==> src/rtl/systolic_pkg.sv <==
// Shared types and sizing for the 2x2 systolic array sequencer.
// The FSM walks one job at a time from operand load through result handoff.
package systolic_pkg;

   localparam int DW       = 8;
   localparam int AW       = 16;
   localparam int FEED_CYC = 3;
   localparam int STEP_W   = 3;

   typedef enum logic [2:0] {
      IDLE    = 3'd0,
      CLEAR   = 3'd1,
      FEED    = 3'd2,
      DRAIN   = 3'd3,
      CAPTURE = 3'd4,
      RESULT  = 3'd5
   } state_e;

endpackage

==> src/rtl/wavefront_feeder.sv <==
// Holds the latched A,B operands and drives the skewed west/north wavefronts.
// Outputs are registered from the controller's next step so they line up with FEED cycles.
module wavefront_feeder #(
   parameter int DW = systolic_pkg::DW
) (
   input  logic                               clk,
   input  logic                               rst_n,
   input  logic                               load,
   input  logic [4*DW-1:0]                    a_flat,
   input  logic [4*DW-1:0]                    b_flat,
   input  logic                               feed_en,
   input  logic [systolic_pkg::STEP_W-1:0]    step,
   output logic [DW-1:0]                      a_row0,
   output logic [DW-1:0]                      a_row1,
   output logic [DW-1:0]                      b_col0,
   output logic [DW-1:0]                      b_col1
);
   import systolic_pkg::*;

   logic [4*DW-1:0] a_hold_q, a_hold_d;
   logic [4*DW-1:0] b_hold_q, b_hold_d;
   logic signed [DW-1:0] a_row0_q, a_row0_d;
   logic signed [DW-1:0] a_row1_q, a_row1_d;
   logic signed [DW-1:0] b_col0_q, b_col0_d;
   logic signed [DW-1:0] b_col1_q, b_col1_d;

   always_ff @(posedge clk or negedge rst_n) begin
      if (!rst_n) begin
         a_hold_q <= '0;
         b_hold_q <= '0;
         a_row0_q <= '0;
         a_row1_q <= '0;
         b_col0_q <= '0;
         b_col1_q <= '0;
      end else begin
         a_hold_q <= a_hold_d;
         b_hold_q <= b_hold_d;
         a_row0_q <= a_row0_d;
         a_row1_q <= a_row1_d;
         b_col0_q <= b_col0_d;
         b_col1_q <= b_col1_d;
      end
   end

   // Row 1 / column 1 lag row 0 / column 0 by one step to form the diagonal wavefront.
   always_comb begin
      a_hold_d = load ? a_flat : a_hold_q;
      b_hold_d = load ? b_flat : b_hold_q;
      a_row0_d = '0;
      a_row1_d = '0;
      b_col0_d = '0;
      b_col1_d = '0;
      if (feed_en) begin
         case (step)
            STEP_W'(0): begin
               a_row0_d = a_hold_q[0*DW +: DW];
               b_col0_d = b_hold_q[0*DW +: DW];
            end
            STEP_W'(1): begin
               a_row0_d = a_hold_q[1*DW +: DW];
               a_row1_d = a_hold_q[2*DW +: DW];
               b_col0_d = b_hold_q[2*DW +: DW];
               b_col1_d = b_hold_q[1*DW +: DW];
            end
            STEP_W'(2): begin
               a_row1_d = a_hold_q[3*DW +: DW];
               b_col1_d = b_hold_q[3*DW +: DW];
            end
            default: begin
               a_row0_d = '0;
               a_row1_d = '0;
               b_col0_d = '0;
               b_col1_d = '0;
            end
         endcase
      end
   end

   assign a_row0 = a_row0_q;
   assign a_row1 = a_row1_q;
   assign b_col0 = b_col0_q;
   assign b_col1 = b_col1_q;

endmodule

==> src/rtl/systolic_seq_ctrl.sv <==
// Job sequencer for the 2x2 signed systolic array: accept A,B, clear, feed, flush,
// capture the accumulators and hold C until the consumer takes it.
module systolic_seq_ctrl #(
   parameter int DW        = systolic_pkg::DW,
   parameter int AW        = systolic_pkg::AW,
   parameter int DRAIN_CYC = 3
) (
   input  logic            clk,
   input  logic            rst_n,
   input  logic            req_valid,
   output logic            req_ready,
   input  logic [4*DW-1:0] a_flat,
   input  logic [4*DW-1:0] b_flat,
   input  logic            abort,
   output logic            pe_clear,
   output logic            pe_enable,
   output logic [DW-1:0]   a_row0,
   output logic [DW-1:0]   a_row1,
   output logic [DW-1:0]   b_col0,
   output logic [DW-1:0]   b_col1,
   input  logic [4*AW-1:0] acc_flat,
   output logic            res_valid,
   input  logic            res_ready,
   output logic [4*AW-1:0] c_flat,
   output logic            busy
);
   import systolic_pkg::*;

   localparam logic [STEP_W-1:0] FEED_LAST  = STEP_W'(FEED_CYC - 1);
   localparam logic [STEP_W-1:0] DRAIN_LAST = STEP_W'(DRAIN_CYC - 1);

   state_e             state_q, state_d;
   logic [STEP_W-1:0]  step_q, step_d;
   logic [4*AW-1:0]    c_flat_q, c_flat_d;
   logic               accept;
   logic               feed_next;

   always_ff @(posedge clk or negedge rst_n) begin
      if (!rst_n) begin
         state_q  <= IDLE;
         step_q   <= '0;
         c_flat_q <= '0;
      end else begin
         state_q  <= state_d;
         step_q   <= step_d;
         c_flat_q <= c_flat_d;
      end
   end

   // The step counter restarts at zero on every state change, so it only counts within FEED/DRAIN.
   always_comb begin
      state_d  = state_q;
      step_d   = '0;
      c_flat_d = c_flat_q;
      accept   = req_valid && (state_q == IDLE);
      case (state_q)
         IDLE: begin
            if (accept) state_d = CLEAR;
         end
         CLEAR: begin
            state_d = FEED;
         end
         FEED: begin
            if (step_q == FEED_LAST) state_d = DRAIN;
            else                     step_d  = step_q + STEP_W'(1);
         end
         DRAIN: begin
            if (step_q == DRAIN_LAST) state_d = CAPTURE;
            else                      step_d  = step_q + STEP_W'(1);
         end
         CAPTURE: begin
            c_flat_d = acc_flat;
            state_d  = RESULT;
         end
         RESULT: begin
            if (res_ready) state_d = IDLE;
         end
         default: begin
            state_d = IDLE;
         end
      endcase
      // Abort wins over every other transition and leaves the last captured result untouched.
      if (abort && (state_q != IDLE)) begin
         state_d  = IDLE;
         step_d   = '0;
         c_flat_d = c_flat_q;
      end
      feed_next = (state_d == FEED);
   end

   always_comb begin
      req_ready = 1'b0;
      busy      = 1'b1;
      pe_clear  = 1'b0;
      pe_enable = 1'b0;
      res_valid = 1'b0;
      case (state_q)
         IDLE: begin
            req_ready = 1'b1;
            busy      = 1'b0;
         end
         CLEAR:   pe_clear  = 1'b1;
         FEED:    pe_enable = 1'b1;
         DRAIN:   pe_enable = 1'b1;
         CAPTURE: pe_enable = 1'b0;
         RESULT:  res_valid = 1'b1;
         default: busy      = 1'b1;
      endcase
   end

   assign c_flat = c_flat_q;

   wavefront_feeder #(
      .DW (DW)
   ) u_feeder (
      .clk     (clk),
      .rst_n   (rst_n),
      .load    (accept),
      .a_flat  (a_flat),
      .b_flat  (b_flat),
      .feed_en (feed_next),
      .step    (step_d),
      .a_row0  (a_row0),
      .a_row1  (a_row1),
      .b_col0  (b_col0),
      .b_col1  (b_col1)
   );

endmodule
==> config.mk <==
export PLATFORM = sky130hd
export DESIGN_NAME = systolic_seq_ctrl
export DESIGN_NICKNAME = d
export VERILOG_FILES = /design/src/rtl/systolic_pkg.sv /design/src/rtl/wavefront_feeder.sv /design/src/rtl/systolic_seq_ctrl.sv
export SDC_FILE = /design/constraint.sdc
export NUM_CORES = 1
export LEC_CHECK = 0
export ABC_AREA = 1
export CORE_MARGIN = 5
export CORE_UTILIZATION = 45
export CTS_CLUSTER_DIAMETER = 200
export DETAILED_ROUTE_END_ITERATION = 10
export PLACE_DENSITY = 0.91
export SLEW_MARGIN = 20
export SYNTH_ARGS = -nofsm -noshare
export SYNTH_HDL_FRONTEND = slang
export SYNTH_SLANG_ARGS = --single-unit
==> constraint.sdc <==
create_clock -name clk -period 3.2 [get_ports clk]
set_input_delay 0.32 -clock clk [delete_from_list [all_inputs] [get_ports clk]]
set_output_delay 0.32 -clock clk [all_outputs]
set_load 0.02 [all_outputs]
==> metrics.md <==
| Metric | Value |
|---|---|
| Rows | 44 |
| Final min period | 2.29 ns |
| Min-Delay Path Class | input pin to async pin |
| Post-Syn Area | 0.00661 mm² |
| Layout area overhead | 46.5% |
| Fin util | 0.669 |
| Initial core utilization | 0.457 |
| Asr flop ratio synth | 1.00 |
| Share of the synthesized area in the top cell type | 0.628 |
| Placeable Area | 0.0145 mm² |
| Die Y | 131 µm |
| Slew @ Worst Pin | 1.02 ns |
| First-pass GRT wire length | 26800 µm |
| Via count | 4907 |
| Critical path data required time | 2.88 ns |
| Final GP Congestion | 0.768 |
| Peak supply drop | 0.496 mV |
| Post-synthesis sequential area ratio | 0.628 |
| Period utilization | 0.717 |
| Clock-pin slew on the worst setup and hold paths | 0.06 ns |
| Mapped Cells | 577 |
| DRC Markers | 0 |
| Synth cell count leaders | dfrtp_1, nor2_1, mux2_2 |
| Peak Freq | 436 MHz |
| Power Density | 780 mW/mm² |
| CTS tree | built |
| Number of global-route vias before repair | 5051 |
| Cell variety after synth | 21 |
| HPWL Detailed | 12000 µm |
| N_diodes | 0 |
| Root buffer cell | clkbuf_16 |
| Static Leak | 4.63 nW |
| EDFF count, synth | 0 |
| Clock skew | 0.00535 ns |
| Die area | 0.0172 mm² |
| Final nets | 944 |
| Clock Latency Late Sink | 0.41 ns |
| Clk buf depth | 2 |
| Yosys Warn Count | 0 |
| DRT Wirelength | 16600 µm |
| Post-DR wirelength/cell | 16.5 µm |
| Top flip-flop cell by instance count after synthesis | dfrtp_1 |
| Area leader, netlist | dfrtp_1 |
| Worst slew margin | 0.322 |
| Drt via density | 4.87 |
| CP endpoint kind | output pin |
| Crit path launch type | register |
| Crit-path max cell delay | 0.63 ns |
| Status | completed |
| Share of cells above drive strength 1 | 0.179 |
| Crit Path Max Fanout | 7 |
| Setup TNS | 0 ns |
| # setup viols final | 0 |
| DRT Pass-1 Iters | 4 |
| Setup CP Type | register to output pin |
| I/O Buffers | 233 |
| Ranking of synthesized cells by area | dfrtp_1, mux2_2, nor2_1 |
| DRT iter0 DRCs | 267 |
| Synthesized net count | 710 |
| RSZ-0062 raised after global routing | no |
| TritonCTS buffer count | 17 |
| Ports | 234 |
| Slew Viols, Final | 0 |
| WP data arrival | 1.97 ns |
| Critical path's slowest cell | clkdlybuf4s50_1 |
| CTS H-tree lvls | 4 |
| Chip width | 131 µm |
| Largest net degree at the start of global routing | 97 |
| ANT nets after route | 0 |
| Initial antenna violation count | 0 |
| Remaining Overflow, GRT | 0 |
| Yosys reg bits | 166 |
| Most common cell in the synthesized netlist | dfrtp_1 |
| Syn Area/Cell | 11.5 µm² |
| Global Route Usage Sum | 0.193 |
| Clock sink count | 166 |
| Fin. Hold Viols | 0 |
| Max_cap viols | 0 |
| Crit-path cells | nor2_2, nand2_1, inv_1, clkdlybuf4s50_1 |
## sequential cells by signal, indices dropped and copies added (netlist names)
signal / count
c_flat: 64
state_q: 3
step_q: 3
u_feeder.a_hold_q: 32
u_feeder.a_row0: 8
u_feeder.a_row1: 8
u_feeder.b_col0: 8
u_feeder.b_col1: 8
u_feeder.b_hold_q: 32
## metrics by stage
stage          hold slack (ns)  area [µm²]  instances  setup slack, ns  power [mW]
2_1_floorplan           0.0244        6610        577             1.60        4.58
3_3_place_gp             0.349        9130        975            0.998        5.59
3_5_place_dp             0.351        9130        975            0.990        5.71
4_1_cts                  0.469        9690       1007            0.874        7.63
5_1_grt                  0.471        9690       1007            0.826        7.99
6_report                 0.462        9690       1007            0.906        7.56
## layout by cell type, fill, tap and decap left out, drive strengths merged, types with 8 or more instances in the layout
cell type,Yosys,routed
nand2,28,28
clkdlybuf4s50,0,232
nor2,120,120
clkbuf,4,22
dfrtp,166,166
mux2,96,96
buf,22,8
inv,61,61
nand3,40,40
a21oi,35,35
## layer usage
metal | up-vias | global-route usage | wire (µm)
li1 | 2316 | - | -
met1 | 2404 | 0.239 | 6790
met2 | 173 | 0.328 | 8390
met3 | 14 | 0.0612 | 1220
met4 | 0 | 0.0485 | 172
met5 | - | 0 | 0
## worst paths after layout
check / start / endpoint / slack [ns] / cells after the start
hold / removal: rst_n / u_feeder.a_hold_q[18] / 0.46 / 2
max in group asynchronous: rst_n / u_feeder.a_hold_q[20] / 1.74 / 3
setup / recovery: state_q[1] / req_ready / 0.91 / 4
min in group clk: a_flat[28] / u_feeder.a_hold_q[28] / 0.49 / 3
setup reg to reg: state_q[1] / u_feeder.a_hold_q[6] / 1.18 / 4
hold reg to reg: c_flat[24] / c_flat[24] / 0.50 / 1
## worst max-delay path, delay by kind of cell (launching register included)
family	cells	cell delay (ns)
buffers and inverters	2	0.72
flip-flops	1	0.47
AND/OR/NAND/NOR	2	0.37
## timing repair
action	in CTS	in global routing
buffers inserted	0	0
endpoints found under the hold margin	65	0
resized for setup	0	0
hold buffers	1	0
## where the power goes
part           switching [mW]  leakage [nW]  total, mW  internal [mW]
Sequential              0.303          2.12       3.07           2.77
Combinational            1.36          2.25       2.58           1.23
Clock                   0.782         0.268       1.90           1.12
Total                    2.44          4.63       7.56           5.12
## cell families (layout without fill, tap and decap cells)
family,count (synthesis),in the layout,share of synthesized area
compound gates,36,36,0.0282
buf+inv,87,333,0.0558
flops,166,166,0.628
mux,96,96,0.164
simple gates,192,192,0.124
## layout make-up
cell class | count | area (µm²)
well taps | 184 | 230
fillers | 1072 | 4790
multi-input cells | 324 | 2100
clock buffers | 22 | 474
clock inverters | 9 | 77.6
flip-flops and latches | 166 | 4150
repair buffers | 241 | 2420
inverters | 61 | 229
No activity file was read; power rests on OpenSTA's default activity.
